==> config.mk <==
export PLATFORM = sky130hd
export DESIGN_NAME = read_data_router_flat
export DESIGN_NICKNAME = d
export VERILOG_FILES = /design/src/rtl/read_data_router_pkg.sv /design/src/rtl/read_data_router_if.sv /design/src/rtl/read_data_router_rr_arbiter3.sv /design/src/rtl/read_data_router.sv /design/src/flat_wrapper.sv
export SDC_FILE = /design/constraint.sdc
export NUM_CORES = 1
export LEC_CHECK = 0
export BUFFER_PORTS_ARGS = -buffer_cell sky130_fd_sc_hd__clkbuf_2
export CORE_AREA = 4 4 84 86
export CTS_CLUSTER_SIZE = 16
export DETAILED_ROUTE_END_ITERATION = 10
export DIE_AREA = 0 0 88 90
export PLACE_DENSITY = 0.85
export SLEW_MARGIN = 20
export SYNTH_ARGS = -nofsm -noshare
export SYNTH_HDL_FRONTEND = slang
export SYNTH_SLANG_ARGS = --single-unit
==> constraint.sdc <==
create_clock -name clk -period 7.45 [get_ports clk]
set_clock_uncertainty 0.15 [all_clocks]
set_input_delay 0.3725 -clock clk [delete_from_list [all_inputs] [get_ports clk]]
set_output_delay 0.3725 -clock clk [all_outputs]
set_load 0.05 [all_outputs]
==> src/rtl/read_data_router_pkg.sv <==
// -----------------------------------------------------------------------------
// read_data_router_pkg
//   Shared definitions for the AXI read-data (R) return path of the bridge.
//   Contents:
//     - default `AXI_* width defines (kept if the bridge already set them)
//     - ID_W / IDS_W / DATA_W widths derived from those defines
//     - TAG_BIT: the RID bit that carries the master tag (0 = M0, 1 = M1)
//     - r_state_e: IDLE / LOCK state of the router
//     - RRESP encodings
//     - tag_of(): extracts the master tag from a slave-side RID
//   Ports: none (package).
// -----------------------------------------------------------------------------
`ifndef AXI_ID_BITS
`define AXI_ID_BITS 4
`endif
`ifndef AXI_IDS_BITS
`define AXI_IDS_BITS 8
`endif
`ifndef AXI_DATA_BITS
`define AXI_DATA_BITS 32
`endif

package read_data_router_pkg;

   localparam int ID_W    = `AXI_ID_BITS;
   localparam int IDS_W   = `AXI_IDS_BITS;
   localparam int DATA_W  = `AXI_DATA_BITS;
   localparam int TAG_BIT = `AXI_ID_BITS;

   localparam logic [1:0] RRESP_OKAY   = 2'b00;
   localparam logic [1:0] RRESP_EXOKAY = 2'b01;
   localparam logic [1:0] RRESP_SLVERR = 2'b10;
   localparam logic [1:0] RRESP_DECERR = 2'b11;

   typedef enum logic {
      IDLE = 1'b0,
      LOCK = 1'b1
   } r_state_e;

   // Master tag carried in the slave-side RID.
   function automatic logic tag_of(input logic [IDS_W-1:0] rid);
      return rid[TAG_BIT];
   endfunction

endpackage

==> src/rtl/read_data_router_if.sv <==
// -----------------------------------------------------------------------------
// read_data_router_if
//   Bundles the R-channel signals of the three slave ports (S0..S2) and the two
//   master ports (M0, M1) seen by the read-data router.
//   Modports:
//     slave  : the router's view - takes slave beats and master RREADY in,
//              drives RREADY_S* and the routed master-side beat out.
//     master : the surrounding fabric's view - the mirror image of slave.
//   Handshake: a beat transfers on a rising clk edge where RVALID and RREADY
//   of the same port are both 1; a slave holds RID/RDATA/RRESP/RLAST stable
//   while RVALID=1 and RREADY=0, and RVALID never depends on RREADY.
// -----------------------------------------------------------------------------
interface read_data_router_if;
   import read_data_router_pkg::*;

   // Slave side (beats coming back from S0..S2)
   logic [IDS_W-1:0]  RID_S0,    RID_S1,    RID_S2;
   logic [DATA_W-1:0] RDATA_S0,  RDATA_S1,  RDATA_S2;
   logic [1:0]        RRESP_S0,  RRESP_S1,  RRESP_S2;
   logic              RLAST_S0,  RLAST_S1,  RLAST_S2;
   logic              RVALID_S0, RVALID_S1, RVALID_S2;
   logic              RREADY_S0, RREADY_S1, RREADY_S2;

   // Master side (beats delivered to M0 / M1)
   logic [ID_W-1:0]   RID_M0,    RID_M1;
   logic [DATA_W-1:0] RDATA_M0,  RDATA_M1;
   logic [1:0]        RRESP_M0,  RRESP_M1;
   logic              RLAST_M0,  RLAST_M1;
   logic              RVALID_M0, RVALID_M1;
   logic              RREADY_M0, RREADY_M1;

   modport slave (
      input  RID_S0, RID_S1, RID_S2,
      input  RDATA_S0, RDATA_S1, RDATA_S2,
      input  RRESP_S0, RRESP_S1, RRESP_S2,
      input  RLAST_S0, RLAST_S1, RLAST_S2,
      input  RVALID_S0, RVALID_S1, RVALID_S2,
      output RREADY_S0, RREADY_S1, RREADY_S2,
      output RID_M0, RID_M1,
      output RDATA_M0, RDATA_M1,
      output RRESP_M0, RRESP_M1,
      output RLAST_M0, RLAST_M1,
      output RVALID_M0, RVALID_M1,
      input  RREADY_M0, RREADY_M1
   );

   modport master (
      output RID_S0, RID_S1, RID_S2,
      output RDATA_S0, RDATA_S1, RDATA_S2,
      output RRESP_S0, RRESP_S1, RRESP_S2,
      output RLAST_S0, RLAST_S1, RLAST_S2,
      output RVALID_S0, RVALID_S1, RVALID_S2,
      input  RREADY_S0, RREADY_S1, RREADY_S2,
      input  RID_M0, RID_M1,
      input  RDATA_M0, RDATA_M1,
      input  RRESP_M0, RRESP_M1,
      input  RLAST_M0, RLAST_M1,
      input  RVALID_M0, RVALID_M1,
      output RREADY_M0, RREADY_M1
   );

endinterface

==> src/rtl/read_data_router_rr_arbiter3.sv <==
// -----------------------------------------------------------------------------
// rr_arbiter3
//   Purely combinational 3-way round-robin picker, shared with the B-channel
//   return path.
//   Ports:
//     request [2:0] in  : per-requester request lines
//     ptr     [1:0] in  : highest-priority requester this cycle (0..2)
//     grant   [1:0] out : index of the first requester at or after ptr,
//                         wrapping 2 -> 0 (0 when nothing requests)
//     any_req       out : at least one request line is high
// -----------------------------------------------------------------------------
module rr_arbiter3 (
   input  logic [2:0] request,
   input  logic [1:0] ptr,
   output logic [1:0] grant,
   output logic       any_req
);

   // (ptr + offset) mod 3 for a sum that never exceeds 5.
   function automatic logic [1:0] wrap3(input logic [2:0] v);
      return (v >= 3'd3) ? 2'(v - 3'd3) : v[1:0];
   endfunction

   logic [1:0] idx;

   // Scan offsets from farthest to nearest so the nearest requester at or
   // after ptr is the last, and therefore winning, assignment.
   always_comb begin
      grant   = '0;
      idx     = '0;
      any_req = |request;
      for (int i = 2; i >= 0; i--) begin
         idx = wrap3({1'b0, ptr} + 3'(i));
         if (request[idx]) begin
            grant = idx;
         end
      end
   end

endmodule

==> src/rtl/read_data_router.sv <==
// -----------------------------------------------------------------------------
// read_data_router
//   R-channel return path: collects read beats from slaves S0..S2 and routes
//   each beat to master M0 or M1 according to the master tag in RID. One beat
//   is in flight at a time; a burst keeps its slave locked to the path until
//   its RLAST beat transfers, and a round-robin arbiter chooses among
//   competing slaves when the path is free.
//
//   Optional feature macro: READ_WATCHDOG_EN
//     defined   : stall counter + sticky rd_timeout output
//     undefined : no counter, no rd_timeout port
//
//   Parameters:
//     NUM_S          : slave count (fixed at 3; sizes the arbiter pointer)
//     TIMEOUT_CYCLES : stalled LOCK cycles before rd_timeout sets
//   Ports:
//     clk        in  : clock
//     rst        in  : asynchronous active-high reset
//     bus        if  : read_data_router_if.slave (all R-channel signals)
//     rd_timeout out : sticky watchdog flag (READ_WATCHDOG_EN only)
//     dbg_state  out : current router state (IDLE / LOCK)
//     dbg_owner  out : slave holding the path while in LOCK
//     dbg_ptr    out : round-robin pointer (highest-priority slave in IDLE)
// -----------------------------------------------------------------------------
module read_data_router
   import read_data_router_pkg::*;
#(
   parameter int  NUM_S          = 3,
   parameter int  TIMEOUT_CYCLES = 255,
   localparam int PTR_W          = $clog2(NUM_S)
) (
   input  logic                clk,
   input  logic                rst,
   read_data_router_if.slave   bus,
`ifdef READ_WATCHDOG_EN
   output logic                rd_timeout,
`endif
   output r_state_e            dbg_state,
   output logic [PTR_W-1:0]    dbg_owner,
   output logic [PTR_W-1:0]    dbg_ptr
);

   // ---------------------------------------------------------------------
   // Slave-side signals gathered into indexable arrays
   // ---------------------------------------------------------------------
   logic [IDS_W-1:0]  rid_s   [NUM_S];
   logic [DATA_W-1:0] rdata_s [NUM_S];
   logic [1:0]        rresp_s [NUM_S];
   logic [NUM_S-1:0]  rlast_s;
   logic [NUM_S-1:0]  rvalid_s;
   logic [NUM_S-1:0]  rready_s;

   assign rid_s[0]   = bus.RID_S0;
   assign rid_s[1]   = bus.RID_S1;
   assign rid_s[2]   = bus.RID_S2;
   assign rdata_s[0] = bus.RDATA_S0;
   assign rdata_s[1] = bus.RDATA_S1;
   assign rdata_s[2] = bus.RDATA_S2;
   assign rresp_s[0] = bus.RRESP_S0;
   assign rresp_s[1] = bus.RRESP_S1;
   assign rresp_s[2] = bus.RRESP_S2;
   assign rlast_s    = {bus.RLAST_S2,  bus.RLAST_S1,  bus.RLAST_S0};
   assign rvalid_s   = {bus.RVALID_S2, bus.RVALID_S1, bus.RVALID_S0};

   assign bus.RREADY_S0 = rready_s[0];
   assign bus.RREADY_S1 = rready_s[1];
   assign bus.RREADY_S2 = rready_s[2];

   // RID bits above the master tag carry nothing for this path.
   logic unused_rid_hi;
   assign unused_rid_hi = ^{rid_s[0][IDS_W-1:TAG_BIT+1],
                            rid_s[1][IDS_W-1:TAG_BIT+1],
                            rid_s[2][IDS_W-1:TAG_BIT+1]};

   // ---------------------------------------------------------------------
   // Master-side signals
   // ---------------------------------------------------------------------
   logic [ID_W-1:0]   rid_m   [2];
   logic [DATA_W-1:0] rdata_m [2];
   logic [1:0]        rresp_m [2];
   logic [1:0]        rlast_m;
   logic [1:0]        rvalid_m;
   logic [1:0]        rready_m;

   assign rready_m = {bus.RREADY_M1, bus.RREADY_M0};

   assign bus.RID_M0    = rid_m[0];
   assign bus.RID_M1    = rid_m[1];
   assign bus.RDATA_M0  = rdata_m[0];
   assign bus.RDATA_M1  = rdata_m[1];
   assign bus.RRESP_M0  = rresp_m[0];
   assign bus.RRESP_M1  = rresp_m[1];
   assign bus.RLAST_M0  = rlast_m[0];
   assign bus.RLAST_M1  = rlast_m[1];
   assign bus.RVALID_M0 = rvalid_m[0];
   assign bus.RVALID_M1 = rvalid_m[1];

   // ---------------------------------------------------------------------
   // State and arbitration
   // ---------------------------------------------------------------------
   r_state_e         state;
   logic [PTR_W-1:0] owner;
   logic [PTR_W-1:0] rr_ptr;
   logic [1:0]       win;
   logic             any_req;

   rr_arbiter3 u_arb (
      .request (rvalid_s),
      .ptr     (rr_ptr),
      .grant   (win),
      .any_req (any_req)
   );

   function automatic logic [PTR_W-1:0] ptr_next(input logic [PTR_W-1:0] p);
      return (p == PTR_W'(NUM_S - 1)) ? '0 : p + PTR_W'(1);
   endfunction

   logic [PTR_W-1:0] sel;
   logic             route_en;
   logic             dest;
   logic             hs;
   logic             sel_last;

   // In LOCK the owner keeps the path even while its RVALID is low; in IDLE
   // the path opens only when some slave is presenting a beat. Reset gates
   // the whole path so the outputs fall to zero as soon as rst rises.
   assign sel      = (state == LOCK) ? owner : win;
   assign route_en = !rst && ((state == LOCK) || any_req);
   assign dest     = tag_of(rid_s[sel]);
   assign sel_last = rlast_s[sel];
   assign hs       = route_en && rvalid_s[sel] && rready_m[dest];

   always_comb begin
      rready_s = '0;
      rlast_m  = '0;
      rvalid_m = '0;
      for (int m = 0; m < 2; m++) begin
         rid_m[m]   = '0;
         rdata_m[m] = '0;
         rresp_m[m] = '0;
      end
      if (route_en) begin
         rvalid_m[dest] = rvalid_s[sel];
         rid_m[dest]    = rid_s[sel][ID_W-1:0];
         rdata_m[dest]  = rdata_s[sel];
         rresp_m[dest]  = rresp_s[sel];
         rlast_m[dest]  = rlast_s[sel];
         rready_s[sel]  = rready_m[dest];
      end
   end

   // A winner that does not finish in the same cycle is locked in, so a beat
   // already shown to a master is never swapped for another slave's beat.
   always_ff @(posedge clk or posedge rst) begin
      if (rst) begin
         state  <= IDLE;
         owner  <= '0;
         rr_ptr <= '0;
      end else begin
         case (state)
            IDLE: begin
               if (any_req) begin
                  if (hs && sel_last) begin
                     rr_ptr <= ptr_next(win);
                  end else begin
                     state <= LOCK;
                     owner <= win;
                  end
               end
            end
            LOCK: begin
               if (hs && sel_last) begin
                  state  <= IDLE;
                  rr_ptr <= ptr_next(owner);
               end
            end
            default: state <= IDLE;
         endcase
      end
   end

   assign dbg_state = state;
   assign dbg_owner = owner;
   assign dbg_ptr   = rr_ptr;

`ifdef READ_WATCHDOG_EN
   // ---------------------------------------------------------------------
   // Stall watchdog: counts LOCK cycles without a transfer, saturates at
   // TIMEOUT_CYCLES and raises a flag that only reset clears.
   // ---------------------------------------------------------------------
   localparam int WD_W = $clog2(TIMEOUT_CYCLES + 1);

   logic [WD_W-1:0] wd_cnt;
   logic            stall;

   assign stall = (state == LOCK) && !hs;

   always_ff @(posedge clk or posedge rst) begin
      if (rst) begin
         wd_cnt     <= '0;
         rd_timeout <= 1'b0;
      end else begin
         if (!stall) begin
            wd_cnt <= '0;
         end else if (wd_cnt != WD_W'(TIMEOUT_CYCLES)) begin
            wd_cnt <= wd_cnt + WD_W'(1);
            // Flag rises in the same cycle the count reaches the limit.
            if (wd_cnt == WD_W'(TIMEOUT_CYCLES - 1)) begin
               rd_timeout <= 1'b1;
            end
         end
      end
   end
`endif

endmodule

==> src/flat_wrapper.sv <==
// flat-port wrapper written by rule: the top's interface ports become plain ports
module read_data_router_flat import read_data_router_pkg::*;
#(
   parameter int  NUM_S          = 3,
   parameter int  TIMEOUT_CYCLES = 255,
   localparam int PTR_W          = $clog2(NUM_S)
)
  (clk, rst, dbg_state, dbg_owner, dbg_ptr, bus_RID_S0, bus_RID_S1, bus_RID_S2, bus_RDATA_S0, bus_RDATA_S1, bus_RDATA_S2, bus_RRESP_S0, bus_RRESP_S1, bus_RRESP_S2, bus_RLAST_S0, bus_RLAST_S1, bus_RLAST_S2, bus_RVALID_S0, bus_RVALID_S1, bus_RVALID_S2, bus_RREADY_S0, bus_RREADY_S1, bus_RREADY_S2, bus_RID_M0, bus_RID_M1, bus_RDATA_M0, bus_RDATA_M1, bus_RRESP_M0, bus_RRESP_M1, bus_RLAST_M0, bus_RLAST_M1, bus_RVALID_M0, bus_RVALID_M1, bus_RREADY_M0, bus_RREADY_M1);
  read_data_router_if bus_i ();
  input  logic clk;
  input  logic rst;
  output r_state_e dbg_state;
  output logic [PTR_W-1:0] dbg_owner;
  output logic [PTR_W-1:0] dbg_ptr;
  input wire logic [$bits(bus_i.RID_S0)-1:0] bus_RID_S0;
  input wire logic [$bits(bus_i.RID_S1)-1:0] bus_RID_S1;
  input wire logic [$bits(bus_i.RID_S2)-1:0] bus_RID_S2;
  input wire logic [$bits(bus_i.RDATA_S0)-1:0] bus_RDATA_S0;
  input wire logic [$bits(bus_i.RDATA_S1)-1:0] bus_RDATA_S1;
  input wire logic [$bits(bus_i.RDATA_S2)-1:0] bus_RDATA_S2;
  input wire logic [$bits(bus_i.RRESP_S0)-1:0] bus_RRESP_S0;
  input wire logic [$bits(bus_i.RRESP_S1)-1:0] bus_RRESP_S1;
  input wire logic [$bits(bus_i.RRESP_S2)-1:0] bus_RRESP_S2;
  input wire logic [$bits(bus_i.RLAST_S0)-1:0] bus_RLAST_S0;
  input wire logic [$bits(bus_i.RLAST_S1)-1:0] bus_RLAST_S1;
  input wire logic [$bits(bus_i.RLAST_S2)-1:0] bus_RLAST_S2;
  input wire logic [$bits(bus_i.RVALID_S0)-1:0] bus_RVALID_S0;
  input wire logic [$bits(bus_i.RVALID_S1)-1:0] bus_RVALID_S1;
  input wire logic [$bits(bus_i.RVALID_S2)-1:0] bus_RVALID_S2;
  output wire logic [$bits(bus_i.RREADY_S0)-1:0] bus_RREADY_S0;
  output wire logic [$bits(bus_i.RREADY_S1)-1:0] bus_RREADY_S1;
  output wire logic [$bits(bus_i.RREADY_S2)-1:0] bus_RREADY_S2;
  output wire logic [$bits(bus_i.RID_M0)-1:0] bus_RID_M0;
  output wire logic [$bits(bus_i.RID_M1)-1:0] bus_RID_M1;
  output wire logic [$bits(bus_i.RDATA_M0)-1:0] bus_RDATA_M0;
  output wire logic [$bits(bus_i.RDATA_M1)-1:0] bus_RDATA_M1;
  output wire logic [$bits(bus_i.RRESP_M0)-1:0] bus_RRESP_M0;
  output wire logic [$bits(bus_i.RRESP_M1)-1:0] bus_RRESP_M1;
  output wire logic [$bits(bus_i.RLAST_M0)-1:0] bus_RLAST_M0;
  output wire logic [$bits(bus_i.RLAST_M1)-1:0] bus_RLAST_M1;
  output wire logic [$bits(bus_i.RVALID_M0)-1:0] bus_RVALID_M0;
  output wire logic [$bits(bus_i.RVALID_M1)-1:0] bus_RVALID_M1;
  input wire logic [$bits(bus_i.RREADY_M0)-1:0] bus_RREADY_M0;
  input wire logic [$bits(bus_i.RREADY_M1)-1:0] bus_RREADY_M1;
  assign bus_i.RID_S0 = bus_RID_S0;
  assign bus_i.RID_S1 = bus_RID_S1;
  assign bus_i.RID_S2 = bus_RID_S2;
  assign bus_i.RDATA_S0 = bus_RDATA_S0;
  assign bus_i.RDATA_S1 = bus_RDATA_S1;
  assign bus_i.RDATA_S2 = bus_RDATA_S2;
  assign bus_i.RRESP_S0 = bus_RRESP_S0;
  assign bus_i.RRESP_S1 = bus_RRESP_S1;
  assign bus_i.RRESP_S2 = bus_RRESP_S2;
  assign bus_i.RLAST_S0 = bus_RLAST_S0;
  assign bus_i.RLAST_S1 = bus_RLAST_S1;
  assign bus_i.RLAST_S2 = bus_RLAST_S2;
  assign bus_i.RVALID_S0 = bus_RVALID_S0;
  assign bus_i.RVALID_S1 = bus_RVALID_S1;
  assign bus_i.RVALID_S2 = bus_RVALID_S2;
  assign bus_RREADY_S0 = bus_i.RREADY_S0;
  assign bus_RREADY_S1 = bus_i.RREADY_S1;
  assign bus_RREADY_S2 = bus_i.RREADY_S2;
  assign bus_RID_M0 = bus_i.RID_M0;
  assign bus_RID_M1 = bus_i.RID_M1;
  assign bus_RDATA_M0 = bus_i.RDATA_M0;
  assign bus_RDATA_M1 = bus_i.RDATA_M1;
  assign bus_RRESP_M0 = bus_i.RRESP_M0;
  assign bus_RRESP_M1 = bus_i.RRESP_M1;
  assign bus_RLAST_M0 = bus_i.RLAST_M0;
  assign bus_RLAST_M1 = bus_i.RLAST_M1;
  assign bus_RVALID_M0 = bus_i.RVALID_M0;
  assign bus_RVALID_M1 = bus_i.RVALID_M1;
  assign bus_i.RREADY_M0 = bus_RREADY_M0;
  assign bus_i.RREADY_M1 = bus_RREADY_M1;
  read_data_router #(.NUM_S(NUM_S), .TIMEOUT_CYCLES(TIMEOUT_CYCLES)) u_core (.clk(clk), .rst(rst), .bus(bus_i), .dbg_state(dbg_state), .dbg_owner(dbg_owner), .dbg_ptr(dbg_ptr));
endmodule
== Yosys cells after proc, flatten, opt, wreduce, memory -nomap -nowiden ==
Index checks and enable logic that the tools add are counted.
Operators by class
  $add $sub $neg: 7
  $lt $le $gt $ge: 13
  eq/ne operators: 5
  multiplexer cells: 53
  bitwise gates (word level): 10
  reductions and logical operators: 12
Operators by type and width (count)
  $mux W32: 3
  $and A64 B64 Y64: 1
  $bmux W32 S2: 1
  $mux W64: 1
  $mux W2: 17
  $demux W32 S1: 1
  $bmux W8 S2: 1
  $lt A2 B3 Y1 const B: 4
  $mux W1: 11
  $bmux W1 S2: 5
  $mux W5: 2
  $and A8 B8 Y8: 1
  $mux W4: 2
  $mux W8: 1
  $logic_and A1 B1 Y1: 7
  $ge A3 B2 Y1 const B: 2
  $reduce_and A3 Y1: 2
  $sub A2 B2 Y2 const B: 3
  $add A2 B1 Y2 const B: 2
  $and A2 B2 Y2: 2
  $and A4 B4 Y4: 1
  $bmux W2 S2: 1
  $demux W4 S1: 1
  $eq A2 B2 Y1 const B: 2
  other kinds (23): 26
Storage, ports and cells
  register bits: 5
  bits of input ports: 136
  output and inout port bits: 88

== Logic depth before layout (Yosys ltp) ==
  word-level depth: 20
  gate-level depth with buffers: 12

== Cells and area by module ==
From an unflattened synthesis, not the netlist that was laid out.
Unflattened totals
  cell total of the unflattened synthesis: 294
  area, all modules: 2109.5 µm²
By module, submodules not included
  read_data_router: instances 1, cells an instance 275, area each 1965.6 µm², seq. area each 125.1 µm²
  rr_arbiter3: instances 1, cells an instance 19, area each 143.9 µm², seq. area each 0.0 µm²

== Worst setup path after synthesis ==
Ideal clock, no wire load.
  path kind: reg-to-output
  from: register u_core.rr_ptr[0] (netlist: u_core.dbg_ptr[0])
  to: output port bus_RREADY_S0
  arrival: 3.908 ns
  setup slack: 3.020 ns
  stages on the path, launching flop included: 10
  path buffers: 0
  path through: dfrtp_1 > inv_1 > ha_1 > nor4b_1 > a211o_1 > o311a_4 > nand3_2 > a21boi_1 > nor2_1 > nor4_1
Between the ends
  word-level cells in the longest chain between the ends: 17
RTL lines
  start: declaration: RTL line read_data_router.sv:103  | logic [PTR_W-1:0] rr_ptr;
  start signal: assignment: RTL line read_data_router.sv:164  | rr_ptr <= ptr_next(win);
  start signal: assignment: RTL line read_data_router.sv:174  | rr_ptr <= ptr_next(owner);
  $add A2 B2 Y3: RTL line read_data_router_rr_arbiter3.sv:33  | idx = wrap3({1'b0, ptr} + 3'(i));
  $ge A3 B2 Y1 / $sub A2 B2 Y2 (equally long branches): RTL line read_data_router_rr_arbiter3.sv:21  | return (v >= 3'd3) ? 2'(v - 3'd3) : v[1:0];
  $mux W2: RTL line read_data_router_rr_arbiter3.sv:21
  $bmux W1 S2: RTL line read_data_router_rr_arbiter3.sv:34  | if (request[idx]) begin
  $mux W1 (not written as such): RTL line read_data_router_rr_arbiter3.sv:34
  $mux W2 (2 in a row): RTL line read_data_router_rr_arbiter3.sv:34
  $mux W2 (*): RTL line read_data_router_rr_arbiter3.sv:34
  $mux W2 (*): RTL line read_data_router.sv:127  | assign sel = (state == LOCK) ? owner : win;
  $not A2 Y3 (not written as such): RTL line read_data_router.sv:129  | assign dest = tag_of(rid_s[sel]);
  $bmux W8 S2: RTL line read_data_router.sv:129
  $mux W5 (not written as such) (2 in a row): RTL line read_data_router.sv:129
  $mux W1 (not written as such) (2 in a row): RTL line read_data_router.sv:148  | rready_s[sel] = rready_m[dest];
  $and A3 B3 Y3 (no source line) (*)
  $mux W3 (*): RTL line read_data_router.sv:142  | if (route_en) begin
  end: declaration: RTL line flat_wrapper.sv:30  | output wire logic [$bits(bus_i.RREADY_S0)-1:0] bus_RREADY_S0;
Every way passes the cells marked *; elsewhere a longest branch is shown, timed or not. The select of a mux whose other input is x is not followed.

== Worst setup path after layout ==
  from: register u_core.rr_ptr[1] (netlist: u_core.dbg_ptr[1])
  to: output port bus_RDATA_M0[12]
Between the ends
  word-level cells in the longest chain between the ends: 20
RTL lines
  $add A2 B2 Y3: RTL line read_data_router_rr_arbiter3.sv:33
  $ge A3 B2 Y1 / $sub A2 B2 Y2 (equally long branches): RTL line read_data_router_rr_arbiter3.sv:21
  $mux W2: RTL line read_data_router_rr_arbiter3.sv:21
  $bmux W1 S2: RTL line read_data_router_rr_arbiter3.sv:34
  $mux W1 (not written as such): RTL line read_data_router_rr_arbiter3.sv:34
  $mux W2 (2 in a row): RTL line read_data_router_rr_arbiter3.sv:34
  $mux W2 (*): RTL line read_data_router_rr_arbiter3.sv:34
  $mux W2 (*): RTL line read_data_router.sv:127
  [2 not listed]
  $mux W5 (not written as such) (2 in a row): RTL line read_data_router.sv:129
  $not A1 Y2 (not written as such): RTL line read_data_router.sv:145  | rdata_m[dest] = rdata_s[sel];
  $ge A2 B2 Y1 (not written as such) / $lt A2 B1 Y1 (equally long branches): RTL line read_data_router.sv:145
  $logic_and A1 B1 Y1 (not written as such): RTL line read_data_router.sv:145
  $mux W32 (not written as such): RTL line read_data_router.sv:145
  $demux W32 S1: RTL line read_data_router.sv:145
  $and A64 B64 Y64 (no source line) (*)
  $mux W64 (*): RTL line read_data_router.sv:142
  end: declaration: RTL line flat_wrapper.sv:35  | output wire logic [$bits(bus_i.RDATA_M0)-1:0] bus_RDATA_M0;
Marked as above.

==> results <==
- The flow ran to the end, and the final reports show no timing, DRC or antenna violations.
- The first routing iteration left 167 violations.
- The die is 88 um wide.
- The first TritonRoute pass finished after 4 iterations.
- In this run the static leakage power is 1.70 nW.
- The endpoint arrival time on the critical path is 3.67 ns.
- The type of the tightest min-delay check is primary input to flop.
- After synthesis the netlist holds a flip-flop and latch count of 5.
- When the netlist entered floorplanning its net count stood at 461.
- The routed length per instance is 14.7 um.
- The most used flip-flop cell after synthesis is sky130_fd_sc_hd__dfrtp_1.
- The register area is 125 um^2.
- In the routed design, unresolved DRC markers number 0.
- The required time at the worst-slack endpoint is 6.93 ns.
- The last weighted congestion value of the routability-driven placer is 0.901.
- The non-filler instance count after layout is 595.
- In this run the tightest slew margin relative to its limit is 48.2%.
- After synthesis, the cell types taking the most area are sky130_fd_sc_hd__mux2i_1 19%, sky130_fd_sc_hd__nor2b_1 12%, sky130_fd_sc_hd__and2_1 11%, sky130_fd_sc_hd__o21ai_0 10%, sky130_fd_sc_hd__nand2_1 9.4%.
- A synthesized cell averages 6.68 um^2.
- The first-pass GRT wire length is 13.7 mm.
- Total power for the finished layout comes to 1.71 mW.
- Following the worst setup path forward leads to its endpoint at bus_RDATA_M0[12].
- The multi-input logic area is 1880 um^2.
- The floorplan step set the die height to 90 um.
- Summing every instance area after synthesis gives 2150 um^2.
- The actual transition at the worst max-transition pin is 0.776 ns.
- Once the floorplan was initialized, standard cells occupied 34.3% of the core.
- The wire-length estimate of the detail-placed layout is 7.00 mm.
- The share of flip-flops with an asynchronous set or reset is 100%.
- The clock tree from TritonCTS is yes.
- The layout has 615 filler cells.
- The number of antenna violations at the first check in global routing was 0.
- The distinct cell type count after synthesis is 45.
- The number of global-route vias before repair is 2,920.
- The max capacitance violation total is 0.
- The count of final max-slew check failures is 0.
- The critical path capture point type is an output pin.
- The placed instances occupy a cell area of 3210 um^2.
- Counting instances, the worst hold path has a depth of 3.
- The endpoint identified for the worst register-to-register timing path is u_core.dbg_ptr[1].
- The kind of start point of the critical path is a flop.
- Along the worst path, the maximum fanout reaches 41.
- For flop-to-flop paths, the worst setup slack is 3.99 ns.
- Setup total negative slack on the finished layout was measured at 0 ns.
- Counting along the longest clock path gives a buffer depth of 2.
- From synthesis to final layout, the design area changed by 52.1%.
- After technology mapping, the gate count stands at 322.
- The TritonCTS sink count is 5.
- The worst setup path startpoint is u_core.dbg_ptr[1].
- Summing the sequential cell areas from Yosys gives 5.81% of the chip area.
- During placement, the flow inserted port buffers numbering 214.
- The antenna diode count is 0.
- Yosys printed 0 warnings.
- Post-CTS timing repair inserted 0 buffers for setup.
- The maximum level of the CTS H-tree is 1.
- The total power per unit cell area is 522 nW/um^2.
- Of all cell types, the one taking the most synthesized area is sky130_fd_sc_hd__mux2i_1.
- Cells fill 52.1% of the core in the end.
- Across every metal layer, demand over resource in global routing totals 20.7%.
- In this run, post-CTS repair resized a total of 0 instances.
- The clock input transition at the sequential cells of the worst setup and hold paths is 0.03 ns.
- At the end of the flow, the number of nets in the layout was 658.
- In the routed layout, each cell is associated on average with a via count of 5.07.
- The total routed wirelength is 8.74 mm.
- The cell chosen for the clock root is sky130_fd_sc_hd__clkbuf_8.
- Setup violations remaining at the end of the flow were counted as 0.
- The fmax is 0.239 GHz.
- TritonCTS created 3 clock buffers.
- The source-to-sink clock delay at the later pin of the worst-skew pair is 0.22 ns.
- The synthesized design devotes to its leading area cell type 18.6% of total area.
- After detailed placement, the design holds a cell count of 590.
- In the final layout, the share of cells above drive strength 1 is 45.0%.
- In this run the remaining antenna-violating nets after routing total 0.
- The area of the core is 6280 um^2.
- The worst reg2reg path startpoint is u_core.dbg_ptr[0].
- The largest net degree at the start of global routing is 43.
- For this design the top-level I/O count stands at 224.
- The number of enable flip-flop cells after synthesis is 0.
- The final global-route overflow total is 0.
- The worst path in the final design needs a cycle of 4.19 ns, including I/O delays and setup.
- The worst reg2reg path depth is 10.
- The critical path is of the flop to output pin type.
- The area enclosed by the die boundary is 7920 um^2.
- After floorplanning, the core was divided into 29 placement rows.
- The hold violation count in the final report came to 0.
- The final route contains 3,019 vias.
- In the finished design, the share of the clock period the worst path needs comes to 56.3%.
- Buffers inserted to repair hold after CTS numbered 1.
- The area of all placed cells without fillers is 3270 um^2.
- Setup repair after global routing left no endpoint under its margin.
- VDD sags by at most 0.296 mV.
## synth_stat cells (2+ instances only)
| cell type | instances |
|---|---|
| sky130_fd_sc_hd__nand3_1 | 5 |
| sky130_fd_sc_hd__nor2b_1 | 41 |
| sky130_fd_sc_hd__dfrtp_1 | 5 |
| sky130_fd_sc_hd__a21boi_1 | 2 |
| sky130_fd_sc_hd__o211ai_1 | 6 |
| sky130_fd_sc_hd__a211o_1 | 3 |
| sky130_fd_sc_hd__clkbuf_1 | 10 |
| sky130_fd_sc_hd__nor2_1 | 9 |
| sky130_fd_sc_hd__ha_1 | 3 |
| sky130_fd_sc_hd__o21ai_0 | 45 |
| sky130_fd_sc_hd__nand4b_1 | 2 |
| sky130_fd_sc_hd__nand2_1 | 54 |
| sky130_fd_sc_hd__nor3_1 | 3 |
| sky130_fd_sc_hd__nand2b_1 | 2 |
| sky130_fd_sc_hd__inv_1 | 5 |
| sky130_fd_sc_hd__nor4_1 | 2 |
| sky130_fd_sc_hd__buf_4 | 4 |
| sky130_fd_sc_hd__mux2i_1 | 40 |
| sky130_fd_sc_hd__a21oi_1 | 5 |
| sky130_fd_sc_hd__and2_1 | 39 |
| sky130_fd_sc_hd__o2111ai_1 | 3 |
| sky130_fd_sc_hd__buf_2 | 11 |
## per-layer routing
| metal | GRT usage [%] | wire (um) |
|---|---|---|
| met5 | 0 | 0 |
| met4 | 3.84 | 79 |
| met2 | 39.6 | 4580 |
| met3 | 2.93 | 787 |
| met1 | 23.8 | 3300 |
## cell type report
cell class,instances,share of cell area (%)
Tap cell,77,2.94
Sequential cell,5,3.82
Timing Repair Buffer,218,33.7
Clock buffer,4,1.38
Inverter,5,0.573
Multi-Input combinational cell,286,57.6
## placed cells by master (no fill, tap or decap), types with 5 or more instances in the layout
master	n
sky130_fd_sc_hd__clkbuf_2	214
sky130_fd_sc_hd__nand2_1	54
sky130_fd_sc_hd__o21ai_0	45
sky130_fd_sc_hd__nor2b_1	41
sky130_fd_sc_hd__mux2i_1	40
sky130_fd_sc_hd__and2_1	39
sky130_fd_sc_hd__nor2_1	7
sky130_fd_sc_hd__o211ai_1	6
sky130_fd_sc_hd__inv_1	5
sky130_fd_sc_hd__a21oi_1	5
sky130_fd_sc_hd__nand3_1	5
sky130_fd_sc_hd__dfrtp_1	5
## state kept, by name, summed over array words and instances, names as in the netlist
signal	count
u_core.dbg_ptr	2
u_core.dbg_owner	2
u_core.dbg_state	1
## report_power, final
group	switching, mW	internal [mW]
combinational	1.15	0.445
sequential	0.0225	0.0389
clock	0.0125	0.0366
total	1.19	0.520
## cells by family (layout without fill, tap and decap cells)
logic type	count (synthesis)	count (layout)	share of synthesized area, %
and+or+nand+nor	167	167	41.9
AOI/OAI and AO/OA	75	75	24.1
muxes	41	41	19.3
buffers and inverters	31	227	7.09
DFF	5	5	5.81
adders and majority gates	3	3	1.74
## worst min path at each step
stage,from,end,slack [ns]
2_1_floorplan,rst,u_core.dbg_owner[0],0.001
3_3_place_gp,rst,u_core.dbg_ptr[1],0.13
3_5_place_dp,rst,u_core.dbg_state,0.13
4_1_cts,bus_RVALID_S1,u_core.dbg_state,0.44
5_1_grt,bus_RVALID_S1,u_core.dbg_state,0.47
6_report,bus_RVALID_S1,u_core.dbg_state,0.46
## per-stage QoR
step	setup WS [ns]	hold WS, ns
6_report	3.26	0.460
5_1_grt	3.01	0.475
4_1_cts	2.91	0.440
3_5_place_dp	3.15	0.129
3_3_place_gp	3.26	0.127
2_1_floorplan	3.02	0.00102
## worst max-delay path: stages, from the launching register on
cell and delay (ns):
sky130_fd_sc_hd__dfrtp_1 0.42, sky130_fd_sc_hd__inv_1 0.08, sky130_fd_sc_hd__ha_1 0.46, sky130_fd_sc_hd__nor4b_1 0.11, sky130_fd_sc_hd__a211o_1 0.39, sky130_fd_sc_hd__o311a_4 0.49, sky130_fd_sc_hd__nand3_2 0.17, sky130_fd_sc_hd__nand2_1 0.15
sky130_fd_sc_hd__nor2_4 0.60, sky130_fd_sc_hd__and2_1 0.24, sky130_fd_sc_hd__clkbuf_2 0.28
Note: power is estimated with default switching activity, not from simulation.
